`src/rtl/uart_rx_fifo_if.sv`:
```
// Receive-side word handshake: head-of-FIFO word and its error flags, with consumer ready.
// Latency: none, this interface only groups wires.
// Backpressure: the consumer holds data_out_ready low to stall; data_out_valid stays high while words wait.
interface uart_rx_fifo_if #(
    parameter int DATA_BITS = 8
) ();
    logic [DATA_BITS-1:0] data_out;
    logic                 data_out_valid;
    logic                 data_out_ready;
    logic                 parity_err;
    logic                 frame_err;

    modport master (
        output data_out,
        output data_out_valid,
        output parity_err,
        output frame_err,
        input  data_out_ready
    );

    modport slave (
        input  data_out,
        input  data_out_valid,
        input  parity_err,
        input  frame_err,
        output data_out_ready
    );
endinterface

```
`src/rtl/uart_rx_fifo.sv`:
```
// UART receiver (DATA_BITS/PARITY/STOP_BITS configurable) feeding a show-ahead word FIFO with per-word error flags.
// Latency: word pushed in the cycle of the final stop-bit sample, valid next cycle; UART_RX_MAJORITY_EN adds 2-of-3 majority sampling and one cycle.
// Backpressure: data_out_ready stalls the FIFO; a frame completing while the FIFO is full (and not popping) is dropped and overrun pulses.
module uart_rx_fifo #(
    parameter int CLK_FREQ   = 100_000_000,
    parameter int BAUDRATE   = 115_200,
    parameter int DATA_BITS  = 8,
    parameter int PARITY     = 0,
    parameter int STOP_BITS  = 1,
    parameter int FIFO_DEPTH = 4
) (
    input  logic           clk,
    input  logic           rst,
    input  logic           data_rx,
    uart_rx_fifo_if.master out_if,
    output logic           overrun,
    output logic           busy
);
    localparam int BIT_CYCLES  = CLK_FREQ / BAUDRATE;
    localparam int HALF_CYCLES = BIT_CYCLES / 2;
    localparam int CNT_W       = $clog2(BIT_CYCLES + 1);
    localparam int AW          = $clog2(FIFO_DEPTH);
    localparam int EW          = DATA_BITS + 2;
    localparam logic [AW:0] FULL_CNT = (AW + 1)'(FIFO_DEPTH);

    localparam logic [2:0] S_IDLE   = 3'd0;
    localparam logic [2:0] S_START  = 3'd1;
    localparam logic [2:0] S_DATA   = 3'd2;
    localparam logic [2:0] S_PARITY = 3'd3;
    localparam logic [2:0] S_STOP   = 3'd4;

    logic                 rx_m, rx_s;
    logic [2:0]           state;
    logic [CNT_W-1:0]     cnt;
    logic [3:0]           bit_cnt;
    logic [DATA_BITS-1:0] shreg;
    logic                 par_flag, frm_flag;
    logic                 expiry, smp_stb, smp_bit;
    logic                 push;
    logic [EW-1:0]        push_dat;

    // Two-flop synchroniser; idles high so reset never looks like a start bit
    always_ff @(posedge clk) begin
        if (rst) begin
            rx_m <= 1'b1;
            rx_s <= 1'b1;
        end else begin
            rx_m <= data_rx;
            rx_s <= rx_m;
        end
    end

    // Bit timer: half a bit to mid-start, then free-running whole bits until the frame ends
    always_ff @(posedge clk) begin
        if (rst) begin
            cnt <= '0;
        end else if (state == S_IDLE) begin
            cnt <= rx_s ? '0 : CNT_W'(HALF_CYCLES);
        end else if (cnt == CNT_W'(1)) begin
            cnt <= CNT_W'(BIT_CYCLES);
        end else if (cnt != '0) begin
            cnt <= cnt - 1'b1;
        end
    end

    assign expiry = (state != S_IDLE) && (cnt == CNT_W'(1));

`ifdef UART_RX_MAJORITY_EN
    logic rx_d1, rx_d2, exp_d;

    // Keep the two previous line samples; decide one cycle after expiry using expiry-1/expiry/expiry+1
    always_ff @(posedge clk) begin
        if (rst) begin
            rx_d1 <= 1'b1;
            rx_d2 <= 1'b1;
            exp_d <= 1'b0;
        end else begin
            rx_d1 <= rx_s;
            rx_d2 <= rx_d1;
            exp_d <= expiry;
        end
    end

    assign smp_stb = exp_d;
    assign smp_bit = (rx_s & rx_d1) | (rx_s & rx_d2) | (rx_d1 & rx_d2);
`else
    assign smp_stb = expiry;
    assign smp_bit = rx_s;
`endif

    // Frame FSM: start check, LSB-first data shift, optional parity, stop bits
    always_ff @(posedge clk) begin
        if (rst) begin
            state    <= S_IDLE;
            bit_cnt  <= '0;
            shreg    <= '0;
            par_flag <= 1'b0;
            frm_flag <= 1'b0;
        end else begin
            case (state)
                S_IDLE: begin
                    if (!rx_s) begin
                        state    <= S_START;
                        bit_cnt  <= '0;
                        par_flag <= 1'b0;
                        frm_flag <= 1'b0;
                    end
                end
                S_START: begin
                    if (smp_stb) state <= smp_bit ? S_IDLE : S_DATA;
                end
                S_DATA: begin
                    if (smp_stb) begin
                        shreg <= {smp_bit, shreg[DATA_BITS-1:1]};
                        if (bit_cnt == 4'(DATA_BITS - 1)) begin
                            bit_cnt <= '0;
                            state   <= (PARITY != 0) ? S_PARITY : S_STOP;
                        end else begin
                            bit_cnt <= bit_cnt + 1'b1;
                        end
                    end
                end
                S_PARITY: begin
                    if (smp_stb) begin
                        // Odd parity wants the XOR over data+parity to be 1, even wants 0
                        par_flag <= ((^shreg) ^ smp_bit) != (PARITY == 1);
                        state    <= S_STOP;
                    end
                end
                S_STOP: begin
                    if (smp_stb) begin
                        frm_flag <= frm_flag | ~smp_bit;
                        if (bit_cnt == 4'(STOP_BITS - 1)) begin
                            bit_cnt <= '0;
                            state   <= S_IDLE;
                        end else begin
                            bit_cnt <= bit_cnt + 1'b1;
                        end
                    end
                end
                default: state <= S_IDLE;
            endcase
        end
    end

    // The last stop sample is folded straight into the pushed flag
    assign push     = (state == S_STOP) && smp_stb && (bit_cnt == 4'(STOP_BITS - 1));
    assign push_dat = {par_flag, frm_flag | ~smp_bit, shreg};
    assign busy     = (state != S_IDLE);

    logic [EW-1:0] mem [FIFO_DEPTH];
    logic [AW-1:0] wr_ptr, rd_ptr;
    logic [AW:0]   count;
    logic          empty, full, pop, wr_en;

    assign empty = (count == '0);
    assign full  = (count == FULL_CNT);
    assign pop   = !empty && out_if.data_out_ready;
    assign wr_en = push && (!full || pop);

    // FIFO pointers, occupancy and the overrun pulse for a dropped word
    always_ff @(posedge clk) begin
        if (rst) begin
            wr_ptr  <= '0;
            rd_ptr  <= '0;
            count   <= '0;
            overrun <= 1'b0;
        end else begin
            if (wr_en) wr_ptr <= wr_ptr + 1'b1;
            if (pop)   rd_ptr <= rd_ptr + 1'b1;
            case ({wr_en, pop})
                2'b10:   count <= count + 1'b1;
                2'b01:   count <= count - 1'b1;
                default: count <= count;
            endcase
            overrun <= push && full && !pop;
        end
    end

    // Storage needs no reset: outputs are gated to zero while empty
    always_ff @(posedge clk) begin
        if (wr_en) mem[wr_ptr] <= push_dat;
    end

    assign out_if.data_out_valid = !empty;
    assign out_if.data_out       = empty ? '0 : mem[rd_ptr][DATA_BITS-1:0];
    assign out_if.frame_err      = !empty && mem[rd_ptr][DATA_BITS];
    assign out_if.parity_err     = !empty && mem[rd_ptr][DATA_BITS+1];
endmodule

```
`src/flat_wrapper.sv`:
```
// flat-port wrapper written by rule: the top's interface ports become plain ports
module uart_rx_fifo_flat 
#(
    parameter int CLK_FREQ   = 100_000_000,
    parameter int BAUDRATE   = 115_200,
    parameter int DATA_BITS  = 8,
    parameter int PARITY     = 0,
    parameter int STOP_BITS  = 1,
    parameter int FIFO_DEPTH = 4
)
  (clk, rst, data_rx, overrun, busy, out_if_data_out, out_if_data_out_valid, out_if_parity_err, out_if_frame_err, out_if_data_out_ready);
  uart_rx_fifo_if #(.DATA_BITS(DATA_BITS)) out_if_i ();
  input  logic clk;
  input  logic rst;
  input  logic data_rx;
  output logic overrun;
  output logic busy;
  output wire logic [$bits(out_if_i.data_out)-1:0] out_if_data_out;
  output wire logic [$bits(out_if_i.data_out_valid)-1:0] out_if_data_out_valid;
  output wire logic [$bits(out_if_i.parity_err)-1:0] out_if_parity_err;
  output wire logic [$bits(out_if_i.frame_err)-1:0] out_if_frame_err;
  input wire logic [$bits(out_if_i.data_out_ready)-1:0] out_if_data_out_ready;
  assign out_if_data_out = out_if_i.data_out;
  assign out_if_data_out_valid = out_if_i.data_out_valid;
  assign out_if_parity_err = out_if_i.parity_err;
  assign out_if_frame_err = out_if_i.frame_err;
  assign out_if_i.data_out_ready = out_if_data_out_ready;
  uart_rx_fifo #(.CLK_FREQ(CLK_FREQ), .BAUDRATE(BAUDRATE), .DATA_BITS(DATA_BITS), .PARITY(PARITY), .STOP_BITS(STOP_BITS), .FIFO_DEPTH(FIFO_DEPTH)) u_core (.clk(clk), .rst(rst), .data_rx(data_rx), .out_if(out_if_i), .overrun(overrun), .busy(busy));
endmodule
```
`config.mk`:
```
export PLATFORM = sky130hd
export DESIGN_NAME = uart_rx_fifo_flat
export DESIGN_NICKNAME = d
export VERILOG_FILES = /design/src/rtl/uart_rx_fifo_if.sv /design/src/rtl/uart_rx_fifo.sv /design/src/flat_wrapper.sv
export SDC_FILE = /design/constraint.sdc
export NUM_CORES = 1
export LEC_CHECK = 0
export ABC_AREA = 1
export ABC_CLOCK_PERIOD_IN_PS = 5700
export CAP_MARGIN = 15
export CORE_AREA = 4 4 102 104
export CTS_BUF_LIST = sky130_fd_sc_hd__clkbuf_8
export CTS_CLUSTER_SIZE = 28
export DETAILED_ROUTE_END_ITERATION = 16
export DIE_AREA = 0 0 106 108
export PLACE_DENSITY = 0.57
export SYNTH_ARGS = -nofsm -noshare
export SYNTH_HDL_FRONTEND = slang
export SYNTH_SLANG_ARGS = --single-unit
```
`constraint.sdc`:
```
create_clock -name clk -period 5.7 [get_ports clk]
set_input_delay 0.57 -clock clk [delete_from_list [all_inputs] [get_ports clk]]
set_output_delay 0.57 -clock clk [all_outputs]
set_load 0.01 [all_outputs]
```
# Word-level counts from Yosys, hierarchy flattened

Memories as Yosys holds them, arrays and structs flattened. A register that Yosys moved wholly into a read port is not among the register bits.
Index checks and enable logic that the tools add are counted.

Register bits: 37
Bits in latches: 0
RAM bits: 40
ROM bits: 0
Bits of input ports: 4
Memories: 1

Memory list:

| name       | words | width | read ports | clocked after Yosys merged registers in | wr ports | RTL line            | RTL |
|---|---|---|---|---|---|---|---|
| u_core.mem | 4     | 10    | 1          | 1                                       | 1        | uart_rx_fifo.sv:151 | `logic [EW-1:0] mem [FIFO_DEPTH];` |

Add/subtract/negate cells: 6
Multipliers: 0
Div/mod/pow operators: 0
Order comparisons: 0
Eq/ne operators: 16
Shift operators: 0
Mux-type cells: 30
Bitwise logic cells: 3
Reductions and logical operators: 29

Operators with widths:

| cell                  | number |
|---|---|
| $mux 10               | 3 |
| $mux 3                | 7 |
| $mux 4                | 5 |
| $pmux 3 s5            | 1 |
| $ne 2x1->1 const B    | 6 |
| $pmux 4 s3            | 1 |
| $eq 10x1->1 const B   | 1 |
| $reduce_bool 10->1    | 1 |
| $sub 10x1->10 const B | 1 |
| $logic_and 1x1->1     | 9 |
| $mux 9                | 1 |
| $reduce_bool 3->1     | 3 |
| $mux 8                | 1 |
| $reduce_xor 8->1      | 1 |
| $reduce_and 7->1      | 1 |
| $eq 3x2->1 const B    | 2 |
| $eq 3x3->1 const B    | 2 |
| $logic_not 3->1       | 2 |
| $mux 2                | 3 |
| $pmux 3 s2            | 1 |
| $reduce_and 3->1      | 2 |
| $reduce_bool 2->1     | 3 |
| $mux 1                | 5 |
| $add 2x1->2 const B   | 2 |
| 17 further kinds      | 20 |

# Depth between registers and ports, before layout

Word-level depth: 7
Depth in mapped cells: 12
Depth with buffers taken out: 12

# Worst setup path after synthesis

OpenSTA, ideal clock, no wires.

Kind: reg-to-reg
From: register u_core.cnt[1]
To: register u_core.count[2]
Library setup time: 115 ps
Arrival: 1786 ps
Data required time: 5585 ps
Slack: 3799 ps
Stages on the path, launching flop included: 12
Buffers on the path: 0
Clock period less this slack: 1901 ps
Path through: dfxtp_1 -> inv_1 -> ha_1 -> nand2_2 -> nor2_4 -> nand2_1 -> nand2_2 -> inv_1 -> fa_1 -> nand3b_1 -> a21oi_1 -> nor2_1

Cells in the longest elaborated chain, start to end: 7

RTL lines:

| what                                            | RTL line            | RTL |
|---|---|---|
| start: declaration                              | uart_rx_fifo.sv:34  | `logic [CNT_W-1:0] cnt;` |
| start signal: assignment                        | uart_rx_fifo.sv:58  | `cnt <= rx_s ? '0 : CNT_W'(HALF_CYCLES);` |
| start signal: assignment                        | uart_rx_fifo.sv:60  | `cnt <= CNT_W'(BIT_CYCLES);` |
| start signal: assignment                        | uart_rx_fifo.sv:62  | `cnt <= cnt - 1'b1;` |
| $eq 10x1->1 (*)                                 | uart_rx_fifo.sv:66  | `assign expiry = (state != S_IDLE) && (cnt == CNT_W'(1));` |
| $logic_and 1x1->1 (*)                           | uart_rx_fifo.sv:66  |  |
| $logic_and 1x1->1 (*) (2 in series)             | uart_rx_fifo.sv:147 | `assign push = (state == S_STOP) && smp_stb && (bit_cnt == 4'(STOP_BITS - 1));` |
| $logic_and 1x1->1 (*)                           | uart_rx_fifo.sv:159 | `assign wr_en = push && (!full \|\| pop);` |
| $eq 2x1->1 or $eq 2x2->1 (tied branches)        | uart_rx_fifo.sv:171 | `case ({wr_en, pop})` |
| $pmux 3 s2 or $reduce_bool 2->1 (tied branches) | --                  |  |
| end signal: assignment                          | uart_rx_fifo.sv:172 | `2'b10: count <= count + 1'b1;` |
| end signal: assignment                          | uart_rx_fifo.sv:173 | `2'b01: count <= count - 1'b1;` |
| end signal: assignment                          | uart_rx_fifo.sv:174 | `default: count <= count;` |
| end: declaration                                | uart_rx_fifo.sv:153 | `logic [AW:0] count;` |

Every way passes the cells marked *; elsewhere a longest branch is shown, timed or not.
A chain may end at the register's enable or synchronous reset.

==> flow_summary_export.csv <==
group,metric,value,unit
run_status,outcome,"complete, no violations",
global_route,antenna_found_initial,0,
clocking,ctsResizeCount,0,
sta,finalMaxSlewViolations,0,
sta,report.final.hold_viol_count,0,
clocking,holdBufCountCts,0,
logic_synthesis,ys_warn_count,0,
floorplanning,die-height,108,um
logic_synthesis,syn_inst,418,
floorplanning,start_util,0.387,
logic_synthesis,synth_area_leader_cell,"edfxtp_1",
critical_path,crit_chain,"inv_1 > o21ai_0 > a21oi_1 > clkdlybuf4s50_1",
logic_synthesis,synth_commonest_cells,"nor2_1 (81), nand2_1 (46), inv_1 (45)",
placed_design,placed_area,3970,um2
cells_and_area,nets,449,
route,wl_per_cell,12.9,um
floorplanning,core.rowCount,36,
critical_path,worstPathArrival,2.51,ns
critical_path,slowest_stage,"dfxtp_1",
sta,worst_pin_slew,1.05,ns
clocking,clkSinkCount,79,
route,routed.top_layer,"met4",
sta,slew_headroom,0.295,
global_route,grt_first_pass_wirelength,12600,um
power,p_leak,1.64,nW
placed_design,place.port_buffers,16,
logic_synthesis,ys_ff_latch,79,
clocking,clkTransAtPathRegs,0.09,ns
route,dr_wl_met2,3440,um
cells_and_area,drive_gt1_frac,0.111,
critical_path,worstSetupPathType,"reg -> out",
global_route,grt_use_total,0.139,
power,power_density,294,nW/um2
floorplanning,num_io_pins,17,
logic_synthesis,synth_top_area_share,0.325,
logic_synthesis,synth.most_common_cell,"nor2_1",
logic_synthesis,syn_avg_cell_area,8.83,um2
clocking,htree_levels,3,
clocking,cts_tree,"built",
logic_synthesis,ys_types,34,
critical_path,end_kind,"primary output",
clocking,numCtsBuffers,9,
sta,max_freq,0.324,GHz
clocking,clock_latency,0.36,ns
sta,fin_crit,3.08,ns
route,ant_nets,0,
floorplanning,core_area,9550,um2
sta,finalSetupViolCount,0,
route,dr_wl_met3,232,um
critical_path,path_max_fanout,21,
clocking,root_buffer,"clkbuf_8",
critical_path,start_kind,"flop",
logic_synthesis,ys.flop_type,"edfxtp_1",
critical_path,path_delay_family,"buffers and inverters",
sta,fin_crit_sh,0.541,
global_route,grt_max_degree,22,
route,drc,0,
sta,fin_tns_setup,0,ns
route,dr.pass1.iters,4,
critical_path,critical_path_buf_inv_count,2,
route,wirelength,7400,um
placed_design,place_inst,557,
logic_synthesis,synth_area,3690,um2
floorplanning,dieArea,11400,um2
cells_and_area,final_cells,573,
route,drt-met1-wl,3600,um
floorplanning,die_w,106,um
route,viasPerCell,4.73,
hold_path,hold_path_class,"reg -> reg",
clocking,max-clock-path-buffers,2,
clocking,cts_setup_buffers,0,
logic_synthesis,ys_async_sr_fraction,0,
sta,rsz0062_at_grt,"false",
route,vias,2708,
logic_synthesis,syn_nets,432,
logic_synthesis,synth_edf_count,40,
cells_and_area,fin_area,4180,um2
cells_and_area,diodes,0,
global_route,grt_pass1_vias,2711,
logic_synthesis,synth_area_leaders,"edfxtp_1 (33%), dfxtp_1 (21%), nor2_1 (8.2%), o21ai_0 (5.2%), nand2_1 (4.7%)",
logic_synthesis,synth.yosys.seq_area_share,0.537,
sta,clock_skew,0.0144,ns
critical_path,cp.required,5.13,ns
placed_design,gp_congestion,0.770,
placed_design,hpwl,5100,um
power,ir_drop,160,uV
global_route,grt_overflow,0,
power,total_power,0.00123,W
critical_path,max_stage_delay,0.78,ns
route,first_iter_violations,116,
cells_and_area,syn_to_final_growth,13.1,%
run,drv_cap,0,
[layout make-up]
cell class	instances	area, um2
clock buffers	9	124
clock inverters	7	83.8
fillers	954	5370
inverters	46	173
multi-input cells	283	1490
flip-flops and latches	79	1980
well taps	133	166
repair buffers	16	160
[per-stage QoR]
step / setup slack, ns / util / hold WS, ns
after detailed placement: 2.91 / 0.416 / 0.403
final: 2.62 / 0.438 / 0.420
after global routing: 2.34 / 0.438 / 0.438
after CTS: 2.51 / 0.438 / 0.427
after floorplan: 3.80 / - / 0.389
after global placement: 3.00 / 0.416 / 0.406
[final timing paths]
| path | startpoint | to | slack, ns | depth (start not counted) |
|---|---|---|---|---|
| worst min-delay path | u_core.rx_m | u_core.rx_s | 0.42 | 1 |
| worst max register to register | u_core.state[0] | u_core.mem[0][6] | 3.35 | 7 |
| worst min register to register | u_core.rx_m | u_core.rx_s | 0.42 | 1 |
| worst max-delay path | flop | out_if_frame_err | 2.62 | 4 |
[flip-flops by register name, indices dropped and copies added, names as in the netlist, named ones only]
signal,flops
u_core.bit_cnt,4
u_core.cnt,10
u_core.count,3
u_core.frm_flag,1
u_core.mem,40
u_core.overrun,1
u_core.par_flag,1
u_core.rd_ptr,2
u_core.rx_m,1
u_core.rx_s,1
u_core.shreg,8
u_core.state,3
u_core.wr_ptr,2
[logic make-up (layout without fill, tap and decap cells)]
family                     count (synthesis)  in the layout  synth area share
buffers and inverters                     56             78            0.0600
xor gates and xnor gates                   5              5            0.0119
and+or+nand+nor                          186            186             0.237
AOI/OAI and AO/OA                         82             82             0.119
DFF                                       79             79             0.537
adders and majority gates                 10             10            0.0359
[routing by layer]
layer | global-route usage | vias up
met2 | 0.235 | 28
met3 | 0.0263 | 14
met4 | 0.0555 | 0
li1 | - | 1416
met5 | 0 | -
met1 | 0.176 | 1250
[power by group]
group	leakage (nW)	switching [W]	internal, W
combinational	0.848	0.000103	0.0000626
clock	0.103	0.000232	0.000211
sequential	0.686	0.0000185	0.000603
total	1.64	0.000354	0.000877
[cell usage in the layout (no fill, tap or decap), types with 3 or more instances in the layout]
master	Yosys	layout
dfxtp_1	39	39
or2_2	3	3
nand3_1	19	19
edfxtp_1	40	40
clkbuf_8	0	9
inv_1	45	45
inv_6	0	3
nor2_4	6	6
a21oi_1	33	33
ha_1	9	9
o21ai_0	38	38
nor2_2	3	3
nand2_2	11	11
nand2_1	46	46
clkdlybuf4s50_1	0	16
nor2_1	81	81
xor2_1	4	4
nand4_1	4	4
nor3_1	5	5
nand3_2	3	3
(Power assumes the default switching activity.)
